**src/rtl/rv32i_types.sv**
```systemverilog
// Shared types for the cacheline memory path: grant owner encoding,
// arbiter FSM states and line-alignment helper.
package rv32i_types;

  // Byte offset bits inside one 256-bit (32-byte) cacheline.
  localparam int LINE_OFFSET_BITS = 5;

  // Which requester currently owns the shared memory port.
  typedef enum logic [1:0] {
    OWN_NONE = 2'd0,
    OWN_I    = 2'd1,
    OWN_D    = 2'd2,
    OWN_P    = 2'd3
  } arb_owner_t;

  // Arbiter FSM: IDLE picks a winner, ISSUE holds it until the adaptor answers.
  typedef enum logic {
    ARB_IDLE  = 1'b0,
    ARB_ISSUE = 1'b1
  } arb_state_t;

  // Clear the line-offset bits so the adaptor always sees a line address.
  function automatic logic [31:0] line_align(input logic [31:0] addr);
    line_align = {addr[31:LINE_OFFSET_BITS], {LINE_OFFSET_BITS{1'b0}}};
  endfunction

endpackage

```
**src/rtl/arb_prio_select.sv**
```systemverilog
// Fixed-priority selector D > I > P, with I promoted above D when the
// starvation override is raised.
module arb_prio_select
  import rv32i_types::*;
(
  input  logic       i_req,
  input  logic       d_req,
  input  logic       p_req,
  input  logic       i_override,
  output arb_owner_t owner
);

  // Pick the single winner among the requests present this cycle.
  always_comb begin
    owner = OWN_NONE;
    if (i_req && i_override) begin
      owner = OWN_I;
    end else if (d_req) begin
      owner = OWN_D;
    end else if (i_req) begin
      owner = OWN_I;
    end else if (p_req) begin
      owner = OWN_P;
    end
  end

endmodule

```
**src/rtl/mem_req_arbiter.sv**
```systemverilog
// Shares the cacheline adaptor port between i-cache, d-cache and the
// next-line prefetcher, one full line transaction at a time.
//
// Handshake: a requester raises its *_read/*_write level with a stable
// address (and d_wdata for writes); the arbiter samples requests only in
// IDLE, issues the latched transaction from the next cycle and keeps
// mem_read/mem_write/mem_addr/mem_wdata constant until mem_resp. The
// owner's *_resp pulses in the mem_resp cycle itself and *_rdata is valid
// in that cycle only. I and D hold their level until *_resp; P may drop
// its level before it is granted.
module mem_req_arbiter
  import rv32i_types::*;
#(
  parameter int STARVE_LIMIT = 4,
  localparam int CNT_W = $clog2(STARVE_LIMIT + 1)
) (
  input  logic             clk,
  input  logic             rst,
  // instruction cache
  input  logic [31:0]      i_addr,
  input  logic             i_read,
  output logic [255:0]     i_rdata,
  output logic             i_resp,
  // data cache
  input  logic [31:0]      d_addr,
  input  logic             d_read,
  input  logic             d_write,
  input  logic [255:0]     d_wdata,
  output logic [255:0]     d_rdata,
  output logic             d_resp,
  // prefetcher
  input  logic [31:0]      p_addr,
  input  logic             p_read,
  output logic [255:0]     p_rdata,
  output logic             p_resp,
  // cacheline adaptor
  output logic [31:0]      mem_addr,
  output logic             mem_read,
  output logic             mem_write,
  output logic [255:0]     mem_wdata,
  input  logic [255:0]     mem_rdata,
  input  logic             mem_resp,
  // grant and debug visibility
  output logic [1:0]       owner,
  output logic             dbg_state,
  output logic [CNT_W-1:0] dbg_starve_cnt
);

  localparam logic [CNT_W-1:0] STARVE_MAX = CNT_W'(STARVE_LIMIT);

  arb_state_t       state_q, state_d;
  arb_owner_t       owner_q;
  arb_owner_t       sel_owner;
  logic             rd_q, wr_q;
  logic [31:0]      addr_q;
  logic [255:0]     wdata_q;
  logic [CNT_W-1:0] starve_q;

  logic grant;
  logic done;
  logic merge_hit;
  logic i_override;

  assign i_override = (starve_q == STARVE_MAX) && i_read;

  arb_prio_select u_sel (
    .i_req      (i_read),
    .d_req      (d_read | d_write),
    .p_req      (p_read),
    .i_override (i_override),
    .owner      (sel_owner)
  );

  assign grant = (state_q == ARB_IDLE) && (sel_owner != OWN_NONE);
  assign done  = (state_q == ARB_ISSUE) && mem_resp;

  // A granted prefetch for the very line the i-cache now wants serves both.
  assign merge_hit = (owner_q == OWN_P) && i_read && (line_align(i_addr) == addr_q);

  // Next-state logic: grant moves to ISSUE, adaptor completion back to IDLE.
  always_comb begin
    state_d = state_q;
    case (state_q)
      ARB_IDLE:  if (grant) state_d = ARB_ISSUE;
      ARB_ISSUE: if (mem_resp) state_d = ARB_IDLE;
      default:   state_d = ARB_IDLE;
    endcase
  end

  // FSM state register.
  always_ff @(posedge clk or posedge rst) begin
    if (rst) begin
      state_q <= ARB_IDLE;
    end else begin
      state_q <= state_d;
    end
  end

  // Latch the winning transaction on grant; release ownership on completion.
  always_ff @(posedge clk or posedge rst) begin
    if (rst) begin
      owner_q <= OWN_NONE;
      rd_q    <= 1'b0;
      wr_q    <= 1'b0;
      addr_q  <= '0;
      wdata_q <= '0;
    end else if (grant) begin
      owner_q <= sel_owner;
      rd_q    <= !((sel_owner == OWN_D) && d_write);
      wr_q    <= (sel_owner == OWN_D) && d_write;
      case (sel_owner)
        OWN_I:   addr_q <= line_align(i_addr);
        OWN_D:   addr_q <= line_align(d_addr);
        default: addr_q <= line_align(p_addr);
      endcase
      wdata_q <= ((sel_owner == OWN_D) && d_write) ? d_wdata : '0;
    end else if (done) begin
      owner_q <= OWN_NONE;
      rd_q    <= 1'b0;
      wr_q    <= 1'b0;
    end
  end

  // Count D wins that bypassed a waiting I; an I win resets the count.
  always_ff @(posedge clk or posedge rst) begin
    if (rst) begin
      starve_q <= '0;
    end else if (grant && (sel_owner == OWN_I)) begin
      starve_q <= '0;
    end else if (grant && (sel_owner == OWN_D) && i_read && (starve_q != STARVE_MAX)) begin
      starve_q <= starve_q + 1'b1;
    end
  end

  // Adaptor side is driven purely from the latched transaction.
  always_comb begin
    mem_read  = (state_q == ARB_ISSUE) && rd_q;
    mem_write = (state_q == ARB_ISSUE) && wr_q;
    mem_addr  = addr_q;
    mem_wdata = wdata_q;
  end

  // Completion pulses and read data fan-out to the requesters.
  always_comb begin
    i_resp  = done && ((owner_q == OWN_I) || merge_hit);
    d_resp  = done && (owner_q == OWN_D);
    p_resp  = done && (owner_q == OWN_P);
    i_rdata = mem_rdata;
    d_rdata = mem_rdata;
    p_rdata = mem_rdata;
  end

  assign owner          = owner_q;
  assign dbg_state      = (state_q == ARB_ISSUE);
  assign dbg_starve_cnt = starve_q;

endmodule

```
**config.mk**
```make
export PLATFORM = sky130hd
export DESIGN_NAME = mem_req_arbiter
export DESIGN_NICKNAME = d
export VERILOG_FILES = /design/src/rtl/rv32i_types.sv /design/src/rtl/arb_prio_select.sv /design/src/rtl/mem_req_arbiter.sv
export SDC_FILE = /design/constraint.sdc
export NUM_CORES = 1
export LEC_CHECK = 0
export ABC_AREA = 0
export CAP_MARGIN = 10
export CORE_AREA = 2 2 658 660
export CTS_CLUSTER_DIAMETER = 150
export DETAILED_ROUTE_END_ITERATION = 7
export DIE_AREA = 0 0 660 662
export HOLD_SLACK_MARGIN = 0.12
export PLACE_DENSITY = 0.3
export SETUP_SLACK_MARGIN = 0.3
export SYNTH_ARGS = -nofsm -noshare
export SYNTH_HDL_FRONTEND = slang
export SYNTH_SLANG_ARGS = --single-unit
```
**constraint.sdc**
```tcl
create_clock -name clk -period 11.7 [get_ports clk]
set_clock_uncertainty 0.15 [all_clocks]
set_input_delay 2.34 -clock clk [delete_from_list [all_inputs] [get_ports clk]]
set_output_delay 2.34 -clock clk [all_outputs]
set_load 0.01 [all_outputs]
```
==> results.json <==
{
  "syn-instance-count": 1615,
  "finalSetupViolCount": 0,
  "fin_setup_tns_ns": 0,
  "hold_ws_ns": 0.3221,
  "cp_slowest_stage_delay_ns": 0.72,
  "portBuffers": 637,
  "cts_setup_buffers": 0,
  "r2r_slack_ns": 7.70,
  "first_pass_iters": 5,
  "cp.arrival_ns": 5.61,
  "multiInputGateArea_um2": 3533,
  "layout.nets": 2095,
  "cts_resized": 0,
  "crit_slowest_cell": "nor4_4",
  "rsz0062_at_grt": "false",
  "synth.most_common_cell": "buf_4",
  "ys_warn_count": 0,
  "synthTopCellsByArea": "dfrtp_1, buf_4, a22o_1",
  "nFillCells": 50310,
  "io_pins": 1682,
  "synth_top_cell_by_area": "dfrtp_1",
  "ys_types": 31,
  "grt_usage_pct": 8.808,
  "clock-sinks": 291,
  "cp.required_ns": 9.21,
  "tightest_slew_ns": 1.064,
  "num_vias": 12270,
  "crit_top_cell": "clkdlybuf4s50_1",
  "hold_path.class": "reg2reg",
  "die_x_um": 660,
  "initial_core_util_pct": 3.987,
  "rr_worst_depth": 10,
  "netlist_top_cells_count": "buf_4, dfrtp_1, a22o_1",
  "critPathCaptureType": "output pin",
  "power_mw": 4.730,
  "numCtsBuffers": 49,
  "grt_max_degree": 104,
  "yosysSeqAreaShare_pct": 42.51,
  "p_leak_nw": 8.646,
  "synth_top_area_share_pct": 42.51,
  "ys_ff_latch": 291,
  "critPathKind": "in2out",
  "dieArea_um2": 436900,
  "async_flop_share_pct": 100.0,
  "cts_root_buf": "clkbuf_16",
  "core_area_um2": 429700,
  "fmax_mhz": 123.4,
  "grt_antenna_before_repair": 139,
  "min_period_over_period_pct": 69.24,
  "grt_pass1_vias": 12260,
  "crit_fanout": 2,
  "rows": 241,
  "crit_path_start_kind": "input pin",
  "syn_to_final_growth_pct": 53.34,
  "routedWlPerCell_um": 27.81,
  "htreeDepth": 2,
  "hold_viol": 0,
  "final_max_slew_viol_count": 0,
  "cts.hold.buffers_added": 0,
  "gp_congestion": 0.7506,
  "relSlewSlack_pct": 29.06,
  "overflow": 0,
  "crit_end": "i_resp",
  "ir_drop_mv": 0.1182,
  "cts_max_path_buffers": 3,
  "cts_tree": "yes",
  "regArea_um2": 7282,
  "route.detailed.drc": 0,
  "cellPowerDensity_nw_per_um2": 180.1,
  "clk_pin_slew_ns": 0.05,
  "syn_avg_cell_area_um2": 10.61,
  "synth_edf_count": 0,
  "fp.dieH_um": 662,
  "post-route-min-period_ns": 8.102,
  "worstSetupStartpoint": "i_addr[19]",
  "synthFlopType": "dfrtp_1",
  "drt_iter0_drc": 761,
  "dp_hpwl_mm": 179.1,
  "drt-vias-per-instance": 1.696,
  "run_status": "finished, final reports clean",
  "syn_area_um2": 17130,
  "r2r-start": "dbg_starve_cnt[0]$_DFFE_PP0P_",
  "drive_above_1_share_pct": 7.124,
  "grt_pass1_wl_mm": 229.4,
  "reg2reg_to": "mem_wdata[235]$_DFFE_PP0N_",
  "clk-insertion-delay-late_ns": 0.70,
  "totalWireLength_mm": 201.3,
  "drv_cap": 0,
  "worstPathCellList": "clkdlybuf4s50_1 > xor2_1 > nor4_4 > nand4_1 > o21ai_0 > clkdlybuf4s50_1",
  "drtAntennaViolNets": 0
}
[routing by layer]
layer,part of all wire (%),vias up,global-route usage (%)
met2,46,1578,14.16
met3,23,468,9.682
met1,26,5731,6.755
met4,4.2,24,3.138
li1,-,4470,-
met5,0.22,-,0.6206
[flip-flops by register name, indices dropped and copies added, names as in the netlist]
name and flops:
mem_addr 27, mem_wdata 256, rd_q 1, wr_q 1
dbg_state 1, owner 2, dbg_starve_cnt 3
[cells by family (layout without fill, tap and decap cells)]
group                      count (synthesis)  after routing  synth area share (%)
AOI/OAI and AO/OA                        351            351                 16.32
xor gates and xnor gates                  29             29                 1.483
adders and majority gates                  5              5                0.3652
buffers and inverters                    856            753                 37.15
DFF                                      291            291                 42.51
muxes                                      1              1               0.05843
other                                      1             16               0.02189
and+or+nand+nor                           81             81                 2.103
[report_power, final]
| part | internal [mW] | total [mW] | switching, mW |
|---|---|---|---|
| combinational | 0.714 | 1.65 | 0.933 |
| sequential | 1.25 | 1.43 | 0.182 |
| clock | 0.984 | 1.66 | 0.671 |
[layout make-up]
| type | instances | area share (%) |
|---|---|---|
| Timing Repair Buffer | 654 | 24.78 |
| Clock buffer | 71 | 5.444 |
| Antenna cell | 11 | 0.1048 |
| Multi-Input combinational cell | 472 | 13.45 |
| Clock inverter | 21 | 1.176 |
| Sequential cell | 291 | 27.72 |
| Tap cell | 5710 | 27.20 |
| Inverter | 7 | 0.1286 |
[through the flow]
step | util (%) | instances | setup WS (ns) | instance area [µm²]
6_report | 6.113 | 7237 | 3.598 | 26270
2_1_floorplan | - | 1619 | 1.176 | 17150
5_1_grt | 6.108 | 7228 | 3.507 | 26250
3_5_place_dp | 5.702 | 7134 | 3.471 | 24500
4_1_cts | 6.107 | 7226 | 3.462 | 26240
3_3_place_gp | 5.702 | 7134 | 3.442 | 24500
[worst max-delay path: cells and delay by family]
| family | cells | cell delay [ns] |
|---|---|---|
| AO/OA/AOI/OAI | 1 | 0.52 |
| XOR/XNOR | 1 | 0.22 |
| buffers and inverters | 2 | 1.14 |
| AND/OR/NAND/NOR | 2 | 1.37 |
[worst min-delay path by stage]
stage / from / endpoint / slack [ns] / cells past startpoint
final: wr_q$_DFFE_PP0P_ / wr_q$_DFFE_PP0P_ / 0.32 / 1
after global routing: wr_q$_DFFE_PP0P_ / wr_q$_DFFE_PP0P_ / 0.34 / 1
after CTS: wr_q$_DFFE_PP0P_ / wr_q$_DFFE_PP0P_ / 0.33 / 1
after detailed placement: wr_q$_DFFE_PP0P_ / wr_q$_DFFE_PP0P_ / 0.31 / 1
after global placement: wr_q$_DFFE_PP0P_ / wr_q$_DFFE_PP0P_ / 0.30 / 1
after floorplan: wr_q$_DFFE_PP0P_ / wr_q$_DFFE_PP0P_ / 0.29 / 1
[placed cells by master (no fill, tap or decap), drive strengths merged, types with 20 or more instances in the layout]
cell / synthesis / routed
clkdlybuf4s50: 0 / 634
dfrtp: 291 / 291
a22o: 257 / 257
clkbuf: 13 / 71
a21oi: 34 / 34
nand2: 31 / 31
nor2: 31 / 31
o21ai: 30 / 30
a22oi: 28 / 28
xor2: 25 / 25
buf: 836 / 20
(Power assumes the default switching activity.)
